[config.mk]
export PLATFORM = sky130hd
export DESIGN_NAME = load_store_unit
export DESIGN_NICKNAME = d
export VERILOG_FILES = /design/src/rtl/lsu_pkg.sv /design/src/rtl/lsu_req_check.sv /design/src/rtl/load_store_unit.sv
export SDC_FILE = /design/constraint.sdc
export NUM_CORES = 1
export LEC_CHECK = 0
export CORE_MARGIN = 4
export CORE_UTILIZATION = 36
export CTS_CLUSTER_SIZE = 40
export DETAILED_ROUTE_END_ITERATION = 16
export PLACE_DENSITY = 0.77
export RECOVER_POWER = 25
export SLEW_MARGIN = 20
export SYNTH_ARGS = -nofsm -noshare
export SYNTH_HDL_FRONTEND = slang
export SYNTH_HIERARCHICAL = 1
export SYNTH_SLANG_ARGS = --single-unit
export TNS_END_PERCENT = 1
[constraint.sdc]
create_clock -name clk -period 2.85 [get_ports clk]
set_input_delay 0.57 -clock clk [delete_from_list [all_inputs] [get_ports clk]]
set_output_delay 0.57 -clock clk [all_outputs]
set_load 0.005 [all_outputs]
[src/rtl/lsu_pkg.sv]
// Shared definitions for the load/store unit.
//   - lsu_state_e : control FSM states (IDLE, ACCESS, RESP)
//   - F3_*        : RISC-V load/store funct3 encodings that the unit accepts
//   - SIZE_*      : size field of the memory dataControl bus ([1:0])
// The memory dataControl bus is funct3 passed straight through:
// bit 2 selects unsigned, and bits 1:0 give the size.
package lsu_pkg;

  typedef enum logic [1:0] {
    IDLE   = 2'b00,
    ACCESS = 2'b01,
    RESP   = 2'b10
  } lsu_state_e;

  localparam logic [2:0] F3_B  = 3'b000;
  localparam logic [2:0] F3_H  = 3'b001;
  localparam logic [2:0] F3_W  = 3'b010;
  localparam logic [2:0] F3_BU = 3'b100;
  localparam logic [2:0] F3_HU = 3'b101;

  localparam logic [1:0] SIZE_BYTE = 2'b00;
  localparam logic [1:0] SIZE_HALF = 2'b01;
  localparam logic [1:0] SIZE_WORD = 2'b10;

endpackage

[src/rtl/lsu_req_check.sv]
// Combinational request legality check for the load/store unit.
// Ports:
//   write_i    1  1 = store, 0 = load
//   funct3_i   3  RISC-V funct3 of the request
//   addr_lo_i  2  low address bits, used only for the alignment check
//   err_o      1  request must be answered with an error and must not reach memory
// Optional build macro: MISALIGN_TRAP_EN. When it is defined, a misaligned
// half access or word access is also reported as an error.
module lsu_req_check
  import lsu_pkg::*;
(
  input  logic       write_i,
  input  logic [2:0] funct3_i,
  input  logic [1:0] addr_lo_i,
  output logic       err_o
);

  logic illegal;
  logic misalign;

  always_comb begin
    illegal = 1'b1;
    if (write_i) begin
      illegal = !(funct3_i inside {F3_B, F3_H, F3_W});
    end else begin
      illegal = !(funct3_i inside {F3_B, F3_H, F3_W, F3_BU, F3_HU});
    end

    misalign = 1'b0;
`ifdef MISALIGN_TRAP_EN
    case (funct3_i[1:0])
      SIZE_HALF: misalign = addr_lo_i[0];
      SIZE_WORD: misalign = |addr_lo_i;
      default:   misalign = 1'b0;
    endcase
`endif

    err_o = illegal | misalign;
  end

`ifndef MISALIGN_TRAP_EN
  // Without the alignment trap, the low address bits have no effect on the result.
  logic unused_addr_lo;
  assign unused_addr_lo = ^addr_lo_i;
`endif

endmodule

[src/rtl/load_store_unit.sv]
// Load/store unit. This module is the initiator side of the data-memory port.
// It accepts one load or store at a time from the core. It holds that request
// on the byte-addressed, big-endian data memory for MEM_LAT cycles. It then
// returns the load data, or the store completion, on a valid/ready response
// channel.
// Parameters: XLEN (data/address width), MEM_LAT (cycles in ACCESS, must be >= 1).
// Ports:
//   clk, rst                          clock; asynchronous active-high reset
//   req_valid/req_ready               request handshake (ready only in IDLE)
//   req_write/req_funct3/req_addr/req_wdata  request fields
//   resp_valid/resp_ready             response handshake
//   resp_rdata/resp_err               load data (0 for stores and errors); error flag
//   mem_write_enable/mem_addr/mem_write_data/mem_dataControl  memory request (0 outside ACCESS)
//   mem_read_data                     combinational read data from memory, already extended
//   busy                              high whenever the unit is not in IDLE
// Optional build macro: MISALIGN_TRAP_EN. When it is defined, misaligned
// half/word accesses are answered with resp_err and are not issued to memory.
module load_store_unit
  import lsu_pkg::*;
#(
  parameter int XLEN    = 32,
  parameter int MEM_LAT = 1
) (
  input  logic            clk,
  input  logic            rst,
  input  logic            req_valid,
  output logic            req_ready,
  input  logic            req_write,
  input  logic [2:0]      req_funct3,
  input  logic [XLEN-1:0] req_addr,
  input  logic [XLEN-1:0] req_wdata,
  output logic            resp_valid,
  input  logic            resp_ready,
  output logic [XLEN-1:0] resp_rdata,
  output logic            resp_err,
  output logic            mem_write_enable,
  output logic [XLEN-1:0] mem_addr,
  output logic [XLEN-1:0] mem_write_data,
  output logic [2:0]      mem_dataControl,
  input  logic [XLEN-1:0] mem_read_data,
  output logic            busy
);

  localparam int CNT_W = (MEM_LAT > 1) ? $clog2(MEM_LAT) : 1;

  lsu_state_e      state_q, state_d;
  logic [CNT_W-1:0] cnt_q, cnt_d;

  logic            write_q, write_d;
  logic [2:0]      funct3_q, funct3_d;
  logic [XLEN-1:0] addr_q, addr_d;
  logic [XLEN-1:0] wdata_q, wdata_d;
  logic [XLEN-1:0] rdata_q, rdata_d;
  logic            err_q, err_d;

  logic req_err;
  logic in_access;
  logic last_access;

  lsu_req_check u_req_check (
    .write_i   (req_write),
    .funct3_i  (req_funct3),
    .addr_lo_i (req_addr[1:0]),
    .err_o     (req_err)
  );

  assign in_access   = (state_q == ACCESS);
  assign last_access = in_access && (cnt_q == '0);

  always_comb begin
    state_d  = state_q;
    cnt_d    = cnt_q;
    write_d  = write_q;
    funct3_d = funct3_q;
    addr_d   = addr_q;
    wdata_d  = wdata_q;
    rdata_d  = rdata_q;
    err_d    = err_q;

    case (state_q)
      IDLE: begin
        if (req_valid) begin
          write_d  = req_write;
          funct3_d = req_funct3;
          addr_d   = req_addr;
          wdata_d  = req_wdata;
          rdata_d  = '0;
          err_d    = req_err;
          // An erroneous request skips the memory cycle and goes straight to the response.
          state_d  = req_err ? RESP : ACCESS;
          cnt_d    = CNT_W'(MEM_LAT - 1);
        end
      end
      ACCESS: begin
        if (cnt_q == '0) begin
          state_d = RESP;
          if (!write_q) rdata_d = mem_read_data;
        end else begin
          cnt_d = cnt_q - CNT_W'(1);
        end
      end
      RESP: begin
        if (resp_ready) state_d = IDLE;
      end
      default: state_d = IDLE;
    endcase
  end

  // Control state. The reset is asynchronous, so it aborts any access in
  // flight. Because the memory strobe below is decoded combinationally from
  // this state, the strobe drops as soon as reset is asserted.
  always_ff @(posedge clk or posedge rst) begin
    if (rst) begin
      state_q <= IDLE;
      cnt_q   <= '0;
    end else begin
      state_q <= state_d;
      cnt_q   <= cnt_d;
    end
  end

  // Latched request and response data. These registers have no reset; every
  // output that is driven from them is gated by the state.
  always_ff @(posedge clk) begin
    write_q  <= write_d;
    funct3_q <= funct3_d;
    addr_q   <= addr_d;
    wdata_q  <= wdata_d;
    rdata_q  <= rdata_d;
    err_q    <= err_d;
  end

  // Output decode
  assign req_ready        = (state_q == IDLE);
  assign resp_valid       = (state_q == RESP);
  assign busy             = (state_q != IDLE);
  assign resp_rdata       = resp_valid ? rdata_q : '0;
  assign resp_err         = resp_valid ? err_q : 1'b0;
  assign mem_addr         = in_access ? addr_q : '0;
  assign mem_write_data   = in_access ? wdata_q : '0;
  assign mem_dataControl  = in_access ? funct3_q : 3'b000;
  assign mem_write_enable = last_access && write_q;

endmodule
==> results of run 1 <==
## flip-flops by register name, indices dropped and copies added (netlist names)
register  count
err_q         1
state_q       2
funct3_q      3
write_q       1
addr_q       32
wdata_q      32
rdata_q      32
## through the flow
stage	total power [uW]	instance area, um2	util, %	hold slack [ps]
global route	4880	6640	60.7	512
floorplan	2620	4070	-	311
CTS	4740	6640	60.7	375
finish	4630	6650	60.8	527
global placement	3400	6330	57.8	522
detailed placement	3440	6330	57.8	557
## worst reg2reg max path, stage by stage, from the launching register on
cell,delay [ps]
dfrtp_1,480
nor2_1,290
and2_2,220
buf_12,280
## area by class of cell
| type | count | area, um2 |
|---|---|---|
| antenna | 3 | 7.51 |
| multi-input combinational | 147 | 931 |
| clock inverter | 6 | 85.1 |
| tap | 140 | 175 |
| timing repair buffer | 213 | 2130 |
| clock buffer | 10 | 229 |
| sequential | 103 | 3080 |
| inverter | 2 | 7.51 |
| fill | 879 | 4290 |
## cell usage in the layout, fill, tap and decap left out
cell and n:
and2_2 1, clkinvlp_4 2, nor2b_4 1, nor4b_1 1, a21oi_4 1, dlygate4sd3_1 69, bufinv_16 2, and2_0 2
nand2b_1 2, clkdlybuf4s50_1 138, nor2_1 3, and2_1 131, buf_12 1, and2b_1 1, clkbuf_1 1, clkinv_2 2
edfxtp_1 101, buf_4 5, nand2_1 1, clkbuf_16 9, a21oi_1 2, diode_2 3, o21a_1 1, inv_1 2
dfrtp_1 2
## worst min path at each step
stage / startpoint / to / slack, ps
floorplan: rst / state_q[0]$_DFFE_PP0P_ / 310
global placement: state_q[0]$_DFFE_PP0P_ / state_q[0]$_DFFE_PP0P_ / 520
detailed placement: state_q[0]$_DFFE_PP0P_ / state_q[0]$_DFFE_PP0P_ / 560
CTS: rst / state_q[0]$_DFFE_PP0P_ / 370
global route: rst / state_q[1]$_DFFE_PP0P_ / 510
finish: rst / state_q[0]$_DFFE_PP0P_ / 530
## power groups by stage
stage,sequential (uW),clock (uW),combinational [uW]
2_1_floorplan,2140,0,480
3_3_place_gp,2150,0,1260
3_5_place_dp,2160,0,1280
4_1_cts,2130,1320,1290
5_1_grt,2150,1390,1340
6_report,2120,1280,1240
## kinds of logic (layout without fill, tap and decap cells)
logic type	Yosys count	count (layout)	share of synthesized area [%]
AND/OR/NAND/NOR	143	143	21.8
flip-flops	103	103	75.7
buffers and inverters	16	231	1.91
AO/OA/AOI/OAI	4	4	0.553
other	0	3	0
## metal layers
| metal | GRT usage, % | vias up |
|---|---|---|
| li1 | - | 1322 |
| met1 | 15.6 | 1244 |
| met2 | 26.0 | 139 |
| met3 | 6.18 | 15 |
| met4 | 6.97 | 0 |
| met5 | 0 | - |
==> results.txt, run 1 <==
status - finished clean
Critical Path Max Stage Delay - 520 ps
final WL - 9680 um
Rows - 38
CTS tree - yes
Internal Pwr Total - 3530 uW
routed length on met3 - 940 um
Total GRT Usage - 14.9%
maximum vdd drop - 0.346 mV
Detail Route met2 WL - 4880 um
CP endpoint kind - output pin
DR top layer - met4
clock period minus final worst setup slack - 2570 ps
R2R Setup Slk - 1150 ps
Setup Buffers After CTS - 0
Crit path arrival time - 2000 ps
CP bufs+invs - 2
Synth Flop Type - edfxtp_1
Final HPWL DP - 7260 um
sw frac - 23.7%
count of final hold-check violations - 0
antenna violations before repair - 3
EDFF count, synth - 101
synth top area cells - edfxtp_1, and2_1, clkbuf_2
Tcrit/Tclk final - 90.2%
power share of the clock group - 27.5%
Die Span Y - 114 um
die area - 13100 um2
Die W - 114 um
Sequential Power Share - 45.8%
largest net degree at the start of global routing - 70
io pins - 208
Clock H-tree levels - 3
Critical-path top delay cell - clkdlybuf4s50_1
register clock-pin slew on the reported worst setup and hold paths - 60 ps
Comb power frac - 26.7%
Crit Path Class - register to output pin
Layout area overhead - 63.3%
Worst Setup SP - state_q[0]$_DFFE_PP0P_
most common cell in the netlist - and2_1
Final setup viols - 0
post-route ant nets - 0
hold buffers post-CTS - 0
slew at the pin closest to its max-slew limit - 396 ps
Sink Count - 103
grt ovf - 0
mean post-synth cell area - 15.3 um2
core footprint - 10900 um2
Leak - 0.00238 uW
DRC - 0
non-filler cells, final - 624
HP Class - input pin to asynchronous set/reset pin
TNS Setup - 0 ps
top cell type's share of synthesized area - 74.5%
Seq cells post-synth - 103
Rel. slew slack - 73.6%
FF-to-FF Start - state_q[1]$_DFFE_PP0P_
vias in the first global route - 2900
Achievable Freq - 0.389 GHz
Setup crit end - mem_addr[24]
Cell Pwr Density - 697 nW/um2
PostCTS Resize Cnt - 0
async set-or-reset flop fraction in the synthesized netlist - 1.94%
startpoint types - register
Vias - 2720
top post-synthesis cells by count - and2_1, edfxtp_1, clkbuf_2, a21oi_1, nor2_1
switching pwr - 1100 uW
worst slack, placed - 609 ps
drt first pass iters - 4
clk_skew - 4.79 ps
share of layout cells above drive strength 1 - 4.99%
R2R cell count - 3
DRT iter0 DRCs - 94
Seq/Total Area, Yosys - 75.7%
CTS Buf Count - 9
Clock Tree Buf Depth - 2
area leader, netlist - edfxtp_1
Initial Util - 37.2%
DRT met1 WL - 3650 um
RePlAce Congestion - 0.745
crit-path max FO - 44
wire length per cell - 15.5 um
RSZ-0062 raised after global routing - false
CTS root buf - clkbuf_16
maxcap violations - 0
Levels on crit path - 4
Top delay family on crit path - buffers and inverters
Critical R2R Capture - wdata_q[25]$_DFFE_PP_
Cells after Synth - 266
Placed Instances - 605
mapped cell area - 4070 um2
Final #Nets - 580
CP Cell Sequence - nor2b_4 -> buf_4 -> and2_1 -> clkdlybuf4s50_1
first-pass GRT wire length - 14600 um
WP data required - 2280 ps
clock latency at the later pin of the worst-skew pair - 330 ps
Synthesized Nets - 370
input/output buffers - 207
final worst setup slack - 278 ps
Yosys cell types - 16
Final Slew Violations - 0
Synthesis Warnings - 6
via/cell ratio - 4.36
Power figures use the tool's default switching activity.
==> inputs of run 2 (changes only) <==
--- a/config.mk
+++ b/config.mk
@@ -7,9 +7,10 @@
 export LEC_CHECK = 0
 export CORE_MARGIN = 4
 export CORE_UTILIZATION = 36
+export CTS_CLUSTER_DIAMETER = 120
 export CTS_CLUSTER_SIZE = 40
 export DETAILED_ROUTE_END_ITERATION = 16
-export PLACE_DENSITY = 0.77
+export PLACE_DENSITY_LB_ADDON = 0.25
 export RECOVER_POWER = 25
 export SLEW_MARGIN = 20
 export SYNTH_ARGS = -nofsm -noshare
==> run 2 against run 1 <==
  * Critical endpoint is now mem_write_data[19]
  * Clock power about the same
  * Total power grew 0.36%
  * Routed wire length grew 0.66%
  * Sequential share of layout area barely moved
  * Cell count decreased by 0.16%
  * Critical path depth unchanged
  * Non-clock buffer count shrank 1
  * Die area is the same
==> results.txt, run 2 (synthesis gave the netlist of run 1 again) <==
status - finished clean (unchanged)
Clock H-tree levels - 3 (unchanged)
Initial Util - 37.2% (unchanged)
DRC - 0 (unchanged)
Crit Path Class - register to output pin (unchanged)
count of final hold-check violations - 0 (unchanged)
core footprint - 10900 um2 (unchanged)
vias in the first global route - 2902 (was 2900)
Final Slew Violations - 0 (unchanged)
Final HPWL DP - 7100 um (was 7260 um)
Crit path arrival time - 2020 ps (was 2000 ps)
wire length per cell - 15.6 um (was 15.5 um)
Die Span Y - 114 um (unchanged)
clk_skew - 4.45 ps (was 4.79 ps)
Tcrit/Tclk final - 90.9% (was 90.2%)
clock period minus final worst setup slack - 2590 ps (was 2570 ps)
WP data required - 2280 ps (about the same)
Largest regs - addr_q: 32 flops, rdata_q: 32 flops, wdata_q: 32 flops (unchanged)
CTS root buf - clkbuf_16 (unchanged)
Achievable Freq - 0.386 GHz (was 0.389 GHz)
Total GRT Usage - 15.1% (was 14.9%)
Detail Route met2 WL - 4740 um (was 4880 um)
register clock-pin slew on the reported worst setup and hold paths - 60 ps (about the same)
Die W - 114 um (unchanged)
TNS Setup - 0 ps (unchanged)
Final Core Density - 60.8% (about the same)
CTS tree - yes (unchanged)
CTS Buf Count - 9 (unchanged)
Final #Nets - 579 (was 580)
first-pass GRT wire length - 15000 um (was 14600 um)
Leak - 0.00237 uW (was 0.00238 uW)
DR top layer - met4 (unchanged)
antenna violations before repair - 3 (unchanged)
RePlAce Congestion - 0.694 (was 0.745)
Clock Tree Buf Depth - 2 (unchanged)
io pins - 208 (unchanged)
final WL - 9750 um (was 9680 um)
startpoint types - register (unchanged)
drt first pass iters - 4 (unchanged)
largest net degree at the start of global routing - 70 (unchanged)
DRT iter0 DRCs - 94 (unchanged)
clock latency at the later pin of the worst-skew pair - 340 ps (was 330 ps)
input/output buffers - 207 (unchanged)
Cell Pwr Density - 699 nW/um2 (was 697 nW/um2)
Layout area overhead - 63.4% (was 63.3%)
HP Class - input pin to asynchronous set/reset pin (unchanged)
routed length on met3 - 1080 um (was 940 um)
RSZ-0062 raised after global routing - false (unchanged)
Rel. slew slack - 73.3% (was 73.6%)
most frequent cells in the layout - clkdlybuf4s50_1, and2_1, edfxtp_1 (unchanged)
Final setup viols - 0 (unchanged)
CP endpoint kind - output pin (unchanged)
DRT met1 WL - 3790 um (was 3650 um)
maximum vdd drop - 0.411 mV (was 0.346 mV)
crit-path max FO - 43 (was 44)
Rows - 38 (unchanged)
Setup Buffers After CTS - 0 (unchanged)
grt ovf - 0 (unchanged)
Sink Count - 103 (unchanged)
share of layout cells above drive strength 1 - 4.79% (was 4.99%)
via/cell ratio - 4.35 (was 4.36)
Vias - 2710 (was 2720)
die area - 13100 um2 (unchanged)
most common cell after layout, fill and taps aside - clkdlybuf4s50_1 (unchanged)
maxcap violations - 0 (unchanged)
slew at the pin closest to its max-slew limit - 400 ps (was 396 ps)
post-route ant nets - 0 (unchanged)
## run 2: timing repair
action                                  CTS  global route
endpoints found under the setup margin    0             2
hold buffers                              0             0
resized for setup                         0             1
## run 2: final cells by class
class,instances,area [um2]
fill,867,4280
sequential,103,3080
timing repair buffer,212,2130
multi-input combinational,147,932
clock buffer,9,225
tap,140,175
clock inverter,7,95.1
inverter,2,7.51
antenna,3,7.51
## run 2: power breakdown
group / switching [uW] / internal, uW
logic: 512 / 723
clock network: 529 / 769
registers: 72.5 / 2050
## run 2: metrics by stage
step / hold slack (ps) / cells / total power [uW] / worst slack, ps / area [um2]
finish: 528 / 623 / 4650 / 260 / 6650
CTS: 372 / 620 / 4750 / 112 / 6640
global placement: 520 / 604 / 3410 / 519 / 6320
global route: 523 / 623 / 4910 / 86.7 / 6650
detailed placement: 552 / 604 / 3430 / 495 / 6320
floorplan: 311 / 266 / 2620 / 122 / 4070
## run 2: worst paths after layout
kind,startpoint,endpoint,slack (ps),cells past startpoint
max,state_q[0]$_DFFE_PP0P_,mem_write_data[19],260,4
min,rst,state_q[1]$_DFFE_PP0P_,530,2
max reg2reg,state_q[1]$_DFFE_PP0P_,wdata_q[28]$_DFFE_PP_,1110,3
min reg2reg,state_q[0]$_DFFE_PP0P_,state_q[0]$_DFFE_PP0P_,560,1
max in group asynchronous,rst,state_q[0]$_DFFE_PP0P_,2210,2
min in group clk,state_q[0]$_DFFE_PP0P_,state_q[0]$_DFFE_PP0P_,560,1
## run 2: layer usage
metal,track usage [%],vias to the layer above
li1,-,1324
met3,6.92,10
met2,25.2,143
met1,16.8,1233
met4,6.41,0
met5,0,-
## run 2: worst max-delay path: stages (launching register included)
cell and delay, ps:
dfrtp_1 440, nor2b_4 190, buf_4 320, and2_1 210, clkdlybuf4s50_1 510
==> inputs of run 3 (changes only) <==
--- a/config.mk
+++ b/config.mk
@@ -12,6 +12,8 @@
 export DETAILED_ROUTE_END_ITERATION = 16
 export PLACE_DENSITY_LB_ADDON = 0.25
 export RECOVER_POWER = 25
+export SKIP_CTS_REPAIR_TIMING = 1
+export SKIP_LAST_GASP = 1
 export SLEW_MARGIN = 20
 export SYNTH_ARGS = -nofsm -noshare
 export SYNTH_HDL_FRONTEND = slang
==> results of run 3 <==
Same layout as run 2: the final DEF is identical, and so are final timing and power.
